**src/rtl/tia_pkg.sv**
```systemverilog
// Shared TIA counter definitions: LFSR feedback taps, step function and decode states.
// Latency: n/a (constants and pure functions only).
// Backpressure: n/a.
//
// The decode constants are derived from the step function at elaboration time, so
// the object and playfield counters can reuse them without hand-computed encodings.
package tia_pkg;

   localparam int HC_W     = 6;

   // Feedback taps: the new LSB is the XNOR of these two state bits.
   localparam int HC_TAP_A = 5;
   localparam int HC_TAP_B = 4;

   // One counter step. XNOR feedback makes 000000 a legal state and 111111 the lock-up state.
   function automatic logic [HC_W-1:0] hc_step(input logic [HC_W-1:0] s);
      return {s[HC_W-2:0], ~(s[HC_TAP_A] ^ s[HC_TAP_B])};
   endfunction

   // State reached after 'idx' steps from 000000.
   function automatic logic [HC_W-1:0] hc_at(input int idx);
      logic [HC_W-1:0] s;
      s = '0;
      for (int i = 0; i < idx; i++) begin
         s = hc_step(s);
      end
      return s;
   endfunction

   localparam logic [HC_W-1:0] HC_WRAP    = hc_at(56);
   localparam logic [HC_W-1:0] HC_HSSTART = hc_at(4);
   localparam logic [HC_W-1:0] HC_HSEND   = hc_at(8);
   localparam logic [HC_W-1:0] HC_HBEND   = hc_at(17);

endpackage

```
**src/rtl/tia_hsync_poly6.sv**
```systemverilog
// 6-bit polynomial (LFSR) counter with step enable, synchronous clear and wrap detect.
// Latency: count updates one clk after step/clear; wrap and count_nxt are combinational from count.
// Backpressure: none; step is a free-running enable from the caller.
//
// Ports:
//   clk, reset   - clock and synchronous active-high reset
//   clear        - synchronous restart to 000000 (lower priority than nothing; same as reset)
//   step         - advance one state on this edge
//   count        - current state
//   count_nxt    - state that the next step will load (000000 after the wrap state)
//   wrap         - count is the last state of the line
module tia_poly6
   import tia_pkg::*;
#(
   parameter logic [HC_W-1:0] WRAP = HC_WRAP
) (
   input  logic            clk,
   input  logic            reset,
   input  logic            clear,
   input  logic            step,
   output logic [HC_W-1:0] count,
   output logic [HC_W-1:0] count_nxt,
   output logic            wrap
);

   always_comb begin
      wrap      = (count == WRAP);
      count_nxt = wrap ? '0 : hc_step(count);
   end

   always_ff @(posedge clk) begin
      if (reset || clear) begin
         count <= '0;
      end else if (step) begin
         count <= count_nxt;
      end
   end

endmodule

```
**src/rtl/tia_hsync.sv**
```systemverilog
// Horizontal sync generator: 4-phase clock divider, polynomial line counter, hblank/hsync/line_end decode.
// Latency: phi1/phi2 combinational from registered div; decode outputs registered on counter-step edges.
// Backpressure: none; free-running, restarted only by reset or rsync.
//
// Ports:
//   clk      - color clock          reset    - synchronous active-high reset
//   rsync    - restart line strobe  phi1     - div==1 phase pulse
//   phi2     - div==3 phase pulse   hcount   - current counter state
//   hblank   - blank window         hsync    - sync window
//   line_end - one-clk pulse after the wrap step
module tia_hsync
   import tia_pkg::*;
#(
   parameter int HC_LEN = 57
) (
   input  logic            clk,
   input  logic            reset,
   input  logic            rsync,
   output logic            phi1,
   output logic            phi2,
   output logic [HC_W-1:0] hcount,
   output logic            hblank,
   output logic            hsync,
   output logic            line_end
);

   localparam logic [HC_W-1:0] WRAP_ST = hc_at(HC_LEN - 1);

   logic [1:0]      div;
   logic            step;
   logic [HC_W-1:0] hc_nxt;
   logic            hc_wrap;
   logic            hblank_d;
   logic            hsync_d;

   // The counter steps on the same edge that ends the phi2 phase.
   assign step = (div == 2'd3);
   assign phi1 = (div == 2'd1);
   assign phi2 = (div == 2'd3);

   tia_poly6 #(
      .WRAP (WRAP_ST)
   ) u_poly (
      .clk       (clk),
      .reset     (reset),
      .clear     (rsync),
      .step      (step),
      .count     (hcount),
      .count_nxt (hc_nxt),
      .wrap      (hc_wrap)
   );

   // Window flags are set/cleared by the state being entered, and otherwise hold.
   always_comb begin
      hblank_d = hblank;
      hsync_d  = hsync;
      if (hc_nxt == '0) begin
         hblank_d = 1'b1;
      end else if (hc_nxt == HC_HBEND) begin
         hblank_d = 1'b0;
      end
      if (hc_nxt == HC_HSSTART) begin
         hsync_d = 1'b1;
      end else if (hc_nxt == HC_HSEND) begin
         hsync_d = 1'b0;
      end
   end

   always_ff @(posedge clk) begin
      if (reset || rsync) begin
         div      <= 2'd0;
         hblank   <= 1'b1;
         hsync    <= 1'b0;
         line_end <= 1'b0;
      end else begin
         div      <= div + 2'd1;
         line_end <= 1'b0;
         if (step) begin
            hblank   <= hblank_d;
            hsync    <= hsync_d;
            line_end <= hc_wrap;
         end
      end
   end

endmodule

```
**config.mk**
```make
export PLATFORM = sky130hd
export DESIGN_NAME = tia_hsync
export DESIGN_NICKNAME = d
export VERILOG_FILES = /design/src/rtl/tia_pkg.sv /design/src/rtl/tia_hsync_poly6.sv /design/src/rtl/tia_hsync.sv
export SDC_FILE = /design/constraint.sdc
export NUM_CORES = 1
export LEC_CHECK = 0
export ABC_AREA = 1
export BUFFER_PORTS_ARGS = -buffer_cell sky130_fd_sc_hd__buf_2
export CORE_AREA = 2 2 39 41
export DETAILED_ROUTE_END_ITERATION = 10
export DIE_AREA = 0 0 41 43
export PLACE_DENSITY_LB_ADDON = 0.25
export SKIP_LAST_GASP = 1
export SLEW_MARGIN = 20
export SYNTH_ARGS = -nofsm -noshare
export SYNTH_HDL_FRONTEND = slang
export SYNTH_SLANG_ARGS = --single-unit
```
**constraint.sdc**
```tcl
create_clock -name clk -period 3.05 [get_ports clk]
set_clock_uncertainty 0.2 [all_clocks]
set_input_delay 0 -clock clk [delete_from_list [all_inputs] [get_ports clk]]
set_output_delay 0 -clock clk [all_outputs]
set_load 0.1 [all_outputs]
```
==> out/results.ini, run 1 <==
[worst_setup_path]
crit_family=buffers and inverters
path_buf_inv=4
worstPathRequired_ns=3.05
slowest_delay_ns=0.72
crit_path_end_kind=flop
r2r_start=u_poly.count[4]
path_common_cell=dlygate4sd3_1
cp_max_fo=7
reg2reg_slack_ns=1.47
cp_slowest_cell=dlygate4sd3_1
cp-startpoint=reset
worst_setup_path_start_kind=input port
worst_ep_arrival_time_ns=1.72
critPathKind=input port to flop
crit_chain=dlygate4sd3_1, buf_2, nor2_1, dlygate4sd3_1, inv_2, nor3_1

[placement]
gp_routability_congestion=0.766
io_buffers=13
placed_cells=89
dp_hpwl_microns=708

[power]
leakage_nw=0.272
p_per_area_mw_per_mm2=423
peakVddDrop_mv=0.160

[floorplanning]
fp.dieArea_sq_mm=0.00176
die_h_microns=43
num_io_pins=14
rows=14
fp.dieW_microns=41
start_util_pct=36.3
core_area_sq_mm=0.00138

[synth]
syn-cell-area_sq_um=503
syn-mean-instance-area_sq_um=8.25
ys_warn_count=0
ys_seq_area_share_pct=43.8
yosysUniqueCellTypes=21
syn_inst=61
ys_ff_latch=11
syn-num-nets=67

[clocking]
cts_num_sinks=11
cts_root_buf=clkbuf_4
insertion_delay_ns=0.27
cts_setup_buffers=0
numCtsBuffers=3
cts_tree=done
ctsHtreeMaxLevel=1
clk_pin_slew_ns=0.07
clockBufferDepth=2

[global_route]
antenna_found_initial=0
grt_pass1_wl_microns=1550
track_usage_pct=13.6
grt_pass1_vias=365
grt_max_degree=12
gr-total-overflow=0

[detailed_routing]
drtAntennaViolNets=0
via_per_inst=5.07
wl_per_cell_microns=9.91
routed_wl_microns=941
route.detailed.drc=0
vias=482
drt_pass1_iterations=4
drtIter0Drc=6

[layout]
final_common_cell=buf_2
multi_input_area_sq_um=243
fillers=148
area_delta_synth_final_pct=25.1
nets=86
diodes=0
final_cells=95
drive_gt1_share_pct=34.2
final-seq-area_sq_um=220
layout_common_cells=13 x buf_2, 11 x dfxtp_1, 7 x nor2_1

[sta]
slew_violations=0
worst_pin_slew_ns=0.491
period_needed_ns=1.72
setup_viol=0
hold_viol=0
setup_tns_ns=0
rsz0062_at_grt=no
max_slew_margin_pct=67.5
holdWs_ns=0.256
max_freq_ghz=0.582
period_share_pct=56.3

[worst_hold_path]
hp-class=flop to flop
holdCritStartpoint=div[0]

[run_status]
status=completed

[flow_run]
maxCapViolations=0

==> area by class of cell <==
| class | instances | area share, % |
|---|---|---|
| multi-input combinational | 40 | 38.6 |
| sequential | 11 | 35.0 |
| timing repair buffer | 15 | 13.5 |
| inverter | 9 | 5.57 |
| clock buffer | 4 | 4.17 |
| tap | 16 | 3.18 |
==> synthesized netlist by cell type <==
master	count	area (sq um)
a21oi_1	4	20.0
a21oi_2	1	8.76
buf_2	1	5.00
clkinv_2	1	5.00
dfxtp_1	11	220
ha_1	3	37.5
inv_1	4	15.0
inv_2	4	15.0
nand2_1	6	22.5
nand2_2	2	12.5
nand3_1	2	10.0
nand3_4	1	17.5
nand4_1	4	25.0
nor2_1	7	26.3
nor2_2	1	6.26
nor3_1	2	10.0
o211a_1	1	10.0
o21a_1	1	7.51
o21ai_0	2	10.0
o21ai_1	2	10.0
o21ai_2	1	8.76
==> final timing paths <==
check                  end  cells after the start
setup / recovery  line_end                      6
hold / removal      div[0]                      1
setup reg to reg     hsync                     10
hold reg to reg     div[0]                      1
==> state kept, by name, indices dropped and copies added (netlist names) <==
signal	flops
div	2
hblank	1
hsync	1
line_end	1
u_poly.count	6
==> logic make-up (layout without fill, tap and decap cells) <==
logic type | after synthesis | count (layout) | share of synthesized area [%]
buffers and inverters | 10 | 28 | 7.96
adders and majority gates | 3 | 3 | 7.46
and+or+nand+nor | 25 | 25 | 25.9
AOI/OAI and AO/OA | 12 | 12 | 14.9
DFF | 11 | 11 | 43.8
==> metal layers <==
layer	global-route usage, %	up-vias	wire (microns)
li1	-	240	-
met1	16.7	230	429
met2	17.8	7	439
met3	3.14	5	32
met4	14.0	0	40
met5	0	-	0
==> stage by stage <==
stage / area, sq um / power [mW] / utilization (%) / setup WS, ns
floorplan: 503 / 0.164 / - / 0.735
global placement: 583 / 0.167 / 42.1 / 1.47
detailed placement: 583 / 0.167 / 42.1 / 1.47
CTS: 629 / 0.270 / 45.5 / 1.33
global route: 629 / 0.277 / 45.5 / 1.25
finish: 629 / 0.266 / 45.5 / 1.33
==> report_power, final <==
part	internal (mW)	switching [mW]	total [mW]
logic	0.00509	0.0140	0.0191
clock network	0.0507	0.0499	0.101
registers	0.145	0.00115	0.146
==> repair_timing <==
item | 4_1_cts | 5_1_grt
hold buffers | 2 | 0
hold endpoints to repair | 11 | 0
gates resized for setup | 0 | 0
Note: power is estimated with default switching activity, not from simulation.
==> run 2, diff against run 1 <==
Clock period 3.05 ns to 1.5 ns, I/O delays scaled along.
==> run 2 against run 1 <==
Final cell count is 1.1% higher. Sequential share of layout area is 1.4 points lower. Sequential power is 100% higher. Combinational power increased by 120%.
==> out/results.ini, run 2 (synthesis results as in run 1) <==
[power]
leakage_nw=0.286
p_per_area_mw_per_mm2=777
peakVddDrop_mv=0.413

[detailed_routing]
route.detailed.drc=0
drtAntennaViolNets=0
wl_per_cell_microns=11.0
via_per_inst=4.81
routed_wl_microns=1060
drt_pass1_iterations=4
drtIter0Drc=9
vias=462

[sta]
worst_pin_slew_ns=0.488
period_share_pct=97.2
setup_tns_ns=0
hold_viol=0
period_needed_ns=1.46
max_slew_margin_pct=67.7
max_freq_ghz=0.686
holdWs_ns=0.277
setup_viol=0
rsz0062_at_grt=no
slew_violations=0

[layout]
largest_reg_flops=6
diodes=0
final-seq-area_sq_um=235
top_register=u_poly.count
nets=87
multi_input_area_sq_um=270
fillers=141
area_delta_synth_final_pct=39.3
layout_common_cells=11 x buf_2, 6 x nand2_1, 6 x nor2_1
top_regs=u_poly.count x6, div x2
final_common_cell=buf_2
drive_gt1_share_pct=50.0

[worst_setup_path]
cp_max_fo=6
reg2reg_slack_ns=0.04
path_buf_inv=2
worst_setup_path_start_kind=flop
worstPathRequired_ns=1.47
cp_slowest_cell=dfxtp_4
path_common_cell=nand2_1
crit_path_end_kind=flop
timing.rr.end=hsync
crit_chain=inv_4, ha_4, nand2_2, clkinv_2, nand3_4, nand2_1, nor2_2, nand2_1, nand2_1, a21oi_2
r2r_start=u_poly.count[4]
worst_ep_arrival_time_ns=1.43
crit_family=simple AND/OR/NAND/NOR gates
reg2reg_depth=10
slowest_delay_ns=0.36
critPathKind=flop to flop

[floorplanning]
num_io_pins=14
die_h_microns=43
rows=14
fp.dieArea_sq_mm=0.00176
core_area_sq_mm=0.00138
fp.dieW_microns=41
start_util_pct=36.3

[global_route]
gr-total-overflow=0
grt_pass1_vias=402
track_usage_pct=14.6
grt_max_degree=12
grt_pass1_wl_microns=1720
antenna_found_initial=0

[clocking]
clockBufferDepth=2
numCtsBuffers=3
insertion_delay_ns=0.27
cts_root_buf=clkbuf_4
cts_tree=done
ctsHtreeMaxLevel=1
clk_pin_slew_ns=0.08
cts_num_sinks=11

[worst_hold_path]
min_to=hsync
hp-class=flop to flop
min_path_cells=2
holdCritStartpoint=hsync

[placement]
gp_routability_congestion=0.770
io_buffers=13
dp_hpwl_microns=805

[flow_run]
maxCapViolations=0

[run_status]
status=completed

## run 2: report_power, final
part / internal [mW] / switching (mW) / leakage (nW)
sequential: 0.289 / 0.00357 / 0.0929
clock: 0.0987 / 0.112 / 0.0177
combinational: 0.0124 / 0.0289 / 0.176
## run 2: cell type report
class / count / share of cell area (%)
flip-flops and latches: 11 / 33.6
repair buffers: 16 / 15.7
clock inverters: 1 / 0.714
well taps: 16 / 2.86
clock buffers: 3 / 3.21
multi-input cells: 40 / 38.6
inverters: 9 / 5.36
## run 2: worst register-to-register path: cells and delay by family, from the launching register on
kind,cells,cell delay [ns]
AOI/OAI and AO/OA,1,0.05
adders and majority gates,1,0.14
buffers and inverters,2,0.10
DFF,1,0.36
and+or+nand+nor,6,0.50
## run 2: worst max-delay path by stage
stage,start,end,slack (ns),cells after the start
2_1_floorplan,u_poly.count[4],hsync,-0.16,10
3_3_place_gp,u_poly.count[4],hsync,0.002,10
3_5_place_dp,u_poly.count[4],hsync,0.002,10
4_1_cts,div[0],phi1,0.02,2
5_1_grt,u_poly.count[5],hblank,0.004,8
6_report,u_poly.count[4],hsync,0.04,10
## run 2: per-layer routing
layer	routed length (microns)	GRT usage, %	up-vias
met4	0	10.0	0
met5	0	0	-
met3	34	3.14	0
li1	-	-	244
met1	479	19.9	213
met2	544	19.7	5
## run 2: what timing repair did
action,in CTS,in global routing
gates resized for setup,1,1
pin swaps,0,1
endpoints found under the setup margin,1,2
hold endpoints to repair,11,0
hold buffers,2,0
setup buffers,0,0
## run 2: per-stage QoR
step	cells	power (mW)	worst slack [ns]	utilization, %	instance area [sq um]
final	96	0.545	0.0414	50.6	701
after floorplan	61	0.329	-0.163	-	546
after global placement	90	0.336	0.00241	46.8	648
after global routing	96	0.567	0.00424	50.6	701
after detailed placement	90	0.337	0.00170	46.8	648
after CTS	96	0.550	0.0187	50.5	698
==> run 3, diff against run 2 <==
Settings changed: SETUP_SLACK_MARGIN set to 0.05.
Clock period 1.5 ns to 1.2 ns, I/O delays scaled along.
==> run 3 against run 2 <==
The run now ends with setup timing left. Fmax fell by 0.39%. Sequential cell count did not move. Sequential share of layout area fell by 12 points. Largest power group unchanged. Critical path type unchanged. Highest routed layer is now met4. Die area did not move. Core utilization rose by 28 points.
==> out/results.ini, run 3 (synthesis results as in run 1) <==
[power]
internal-power_uw=525
p_switching_uw=190
leakage_nw=0.433
p_comb_share_pct=11.2
p_total_uw=715
clkPwrFrac_pct=37.7
p_per_area_mw_per_mm2=656
sw_frac_of_total_pct=26.6
pwr-share-seq_pct=51.1
peakVddDrop_mv=0.598

[layout]
fillers=80
diodes=0
final_common_cell=buf_4
fin_area_sq_mm=0.00109
nets=107
fin_util_pct=78.8
area_delta_synth_final_pct=117
drive_gt1_share_pct=70.0
layout_common_cells=15 x buf_4, 11 x buf_12, 6 x buf_6
top_register=u_poly.count
largest_reg_flops=6
top_regs=u_poly.count x6, div x2

[clocking]
ctsHtreeMaxLevel=1
clockBufferDepth=2
clk_pin_slew_ns=0.07
cts_num_sinks=11
cts_tree=done
numCtsBuffers=3
insertion_delay_ns=0.28
cts_root_buf=clkbuf_4

[sta]
worst_pin_slew_ns=0.206
hold_viol=0
period_share_pct=122
period_needed_ns=1.46
worst_slack_ns=-0.264
max_freq_ghz=0.683
slew_violations=0
setup_viol=10
rsz0062_at_grt=yes
max_slew_margin_pct=86.1
setup_tns_ns=-1.69

[detailed_routing]
route.detailed.drc=0
wl_per_cell_microns=14.6
routed_wl_microns=1690
wl_met1_microns=628
drt_pass1_iterations=4
via_per_inst=4.92
wl_met2_microns=995
topRoutingLayerUsed=met4
routed-wl-met3_microns=47
vias=571
drtIter0Drc=7
drtAntennaViolNets=0

[placement]
io_buffers=13
dpl_cell_area_sq_um=913
gp_routability_congestion=0.829
dp_hpwl_microns=973

[worst_setup_path]
crit_chain=inv_4, ha_4, nand2_2, clkinv_2, nand3_4, nand2_4, nor2_4, nand2_2, nand2_2, a21oi_2
slowest_delay_ns=0.36
crit_family=simple AND/OR/NAND/NOR gates
worst_setup_path_start_kind=flop
cp_max_fo=6
cp_slowest_cell=dfxtp_4
path_buf_inv=2
critPathKind=flop to flop
crit_path_end_kind=flop
worstPathRequired_ns=1.18
worst_ep_arrival_time_ns=1.44
path_common_cell=nand2_2

[flow_run]
maxCapViolations=0

[global_route]
grt_max_degree=8
grt_pass1_vias=519
antenna_found_initial=0
gr-total-overflow=0
track_usage_pct=20.1
grt_pass1_wl_microns=2340

[worst_hold_path]
hp-class=flop to flop

[floorplanning]
start_util_pct=36.3
die_h_microns=43
fp.dieW_microns=41
fp.dieArea_sq_mm=0.00176
num_io_pins=14
core_area_sq_mm=0.00138
rows=14

[run_status]
violations=setup timing
status=finished, violations left

## run 3: per-stage QoR
stage,worst slack [ns],cells,hold slack (ns)
after floorplan,-0.455,61,-0.0188
after global placement,-0.278,104,0.159
after detailed placement,-0.323,104,0.162
after CTS,-0.247,116,0.320
after global routing,-0.371,116,0.351
final,-0.264,116,0.325
## run 3: path summary, 6_finish.rpt
kind                   start     to  slack (ns)  depth (start not counted)
max          u_poly.count[4]  hsync       -0.26                         10
min                    hsync  hsync        0.32                          2
max reg2reg  u_poly.count[4]  hsync       -0.26                         10
min reg2reg            hsync  hsync        0.32                          2
## run 3: timing repair
| action | CTS | global route |
|---|---|---|
| hold buffers | 2 | 0 |
| pin swaps | 7 | 5 |
| setup buffers | 6 | 0 |
| hold endpoints to repair | 11 | 0 |
| gates resized for setup | 9 | 12 |
| endpoints found under the setup margin | 11 | 13 |
## run 3: layer usage
metal	global-route usage [%]	vias up
met3	4.71	2
met1	27.4	273
met4	10.0	0
met2	28.4	13
li1	-	283
met5	0	-
## run 3: worst reg2reg max path, stage by stage, from the launching register on
cell,delay [ns]
dfxtp_4,0.36
inv_4,0.04
ha_4,0.14
nand2_2,0.05
clkinv_2,0.06
nand3_4,0.13
nand2_4,0.08
nor2_4,0.12
nand2_2,0.07
nand2_2,0.06
a21oi_2,0.05
## run 3: power groups by stage
stage | Clock [mW] | Combinational (mW) | Sequential, mW
global route | 0.284 | 0.0835 | 0.365
floorplan | 0 | 0.0345 | 0.377
finish | 0.270 | 0.0802 | 0.365
global placement | 0 | 0.0648 | 0.372
CTS | 0.265 | 0.0772 | 0.364
detailed placement | 0 | 0.0656 | 0.373
## run 3: layout make-up
class                   count  area (sq um)  share of cell area [%]
clock buffers               4          26.3                    2.41
well taps                  16          20.0                    1.84
multi-input cells          40           330                    30.3
repair buffers             36           430                    39.5
flip-flops and latches     11           240                    22.0
inverters                   9          42.5                    3.90
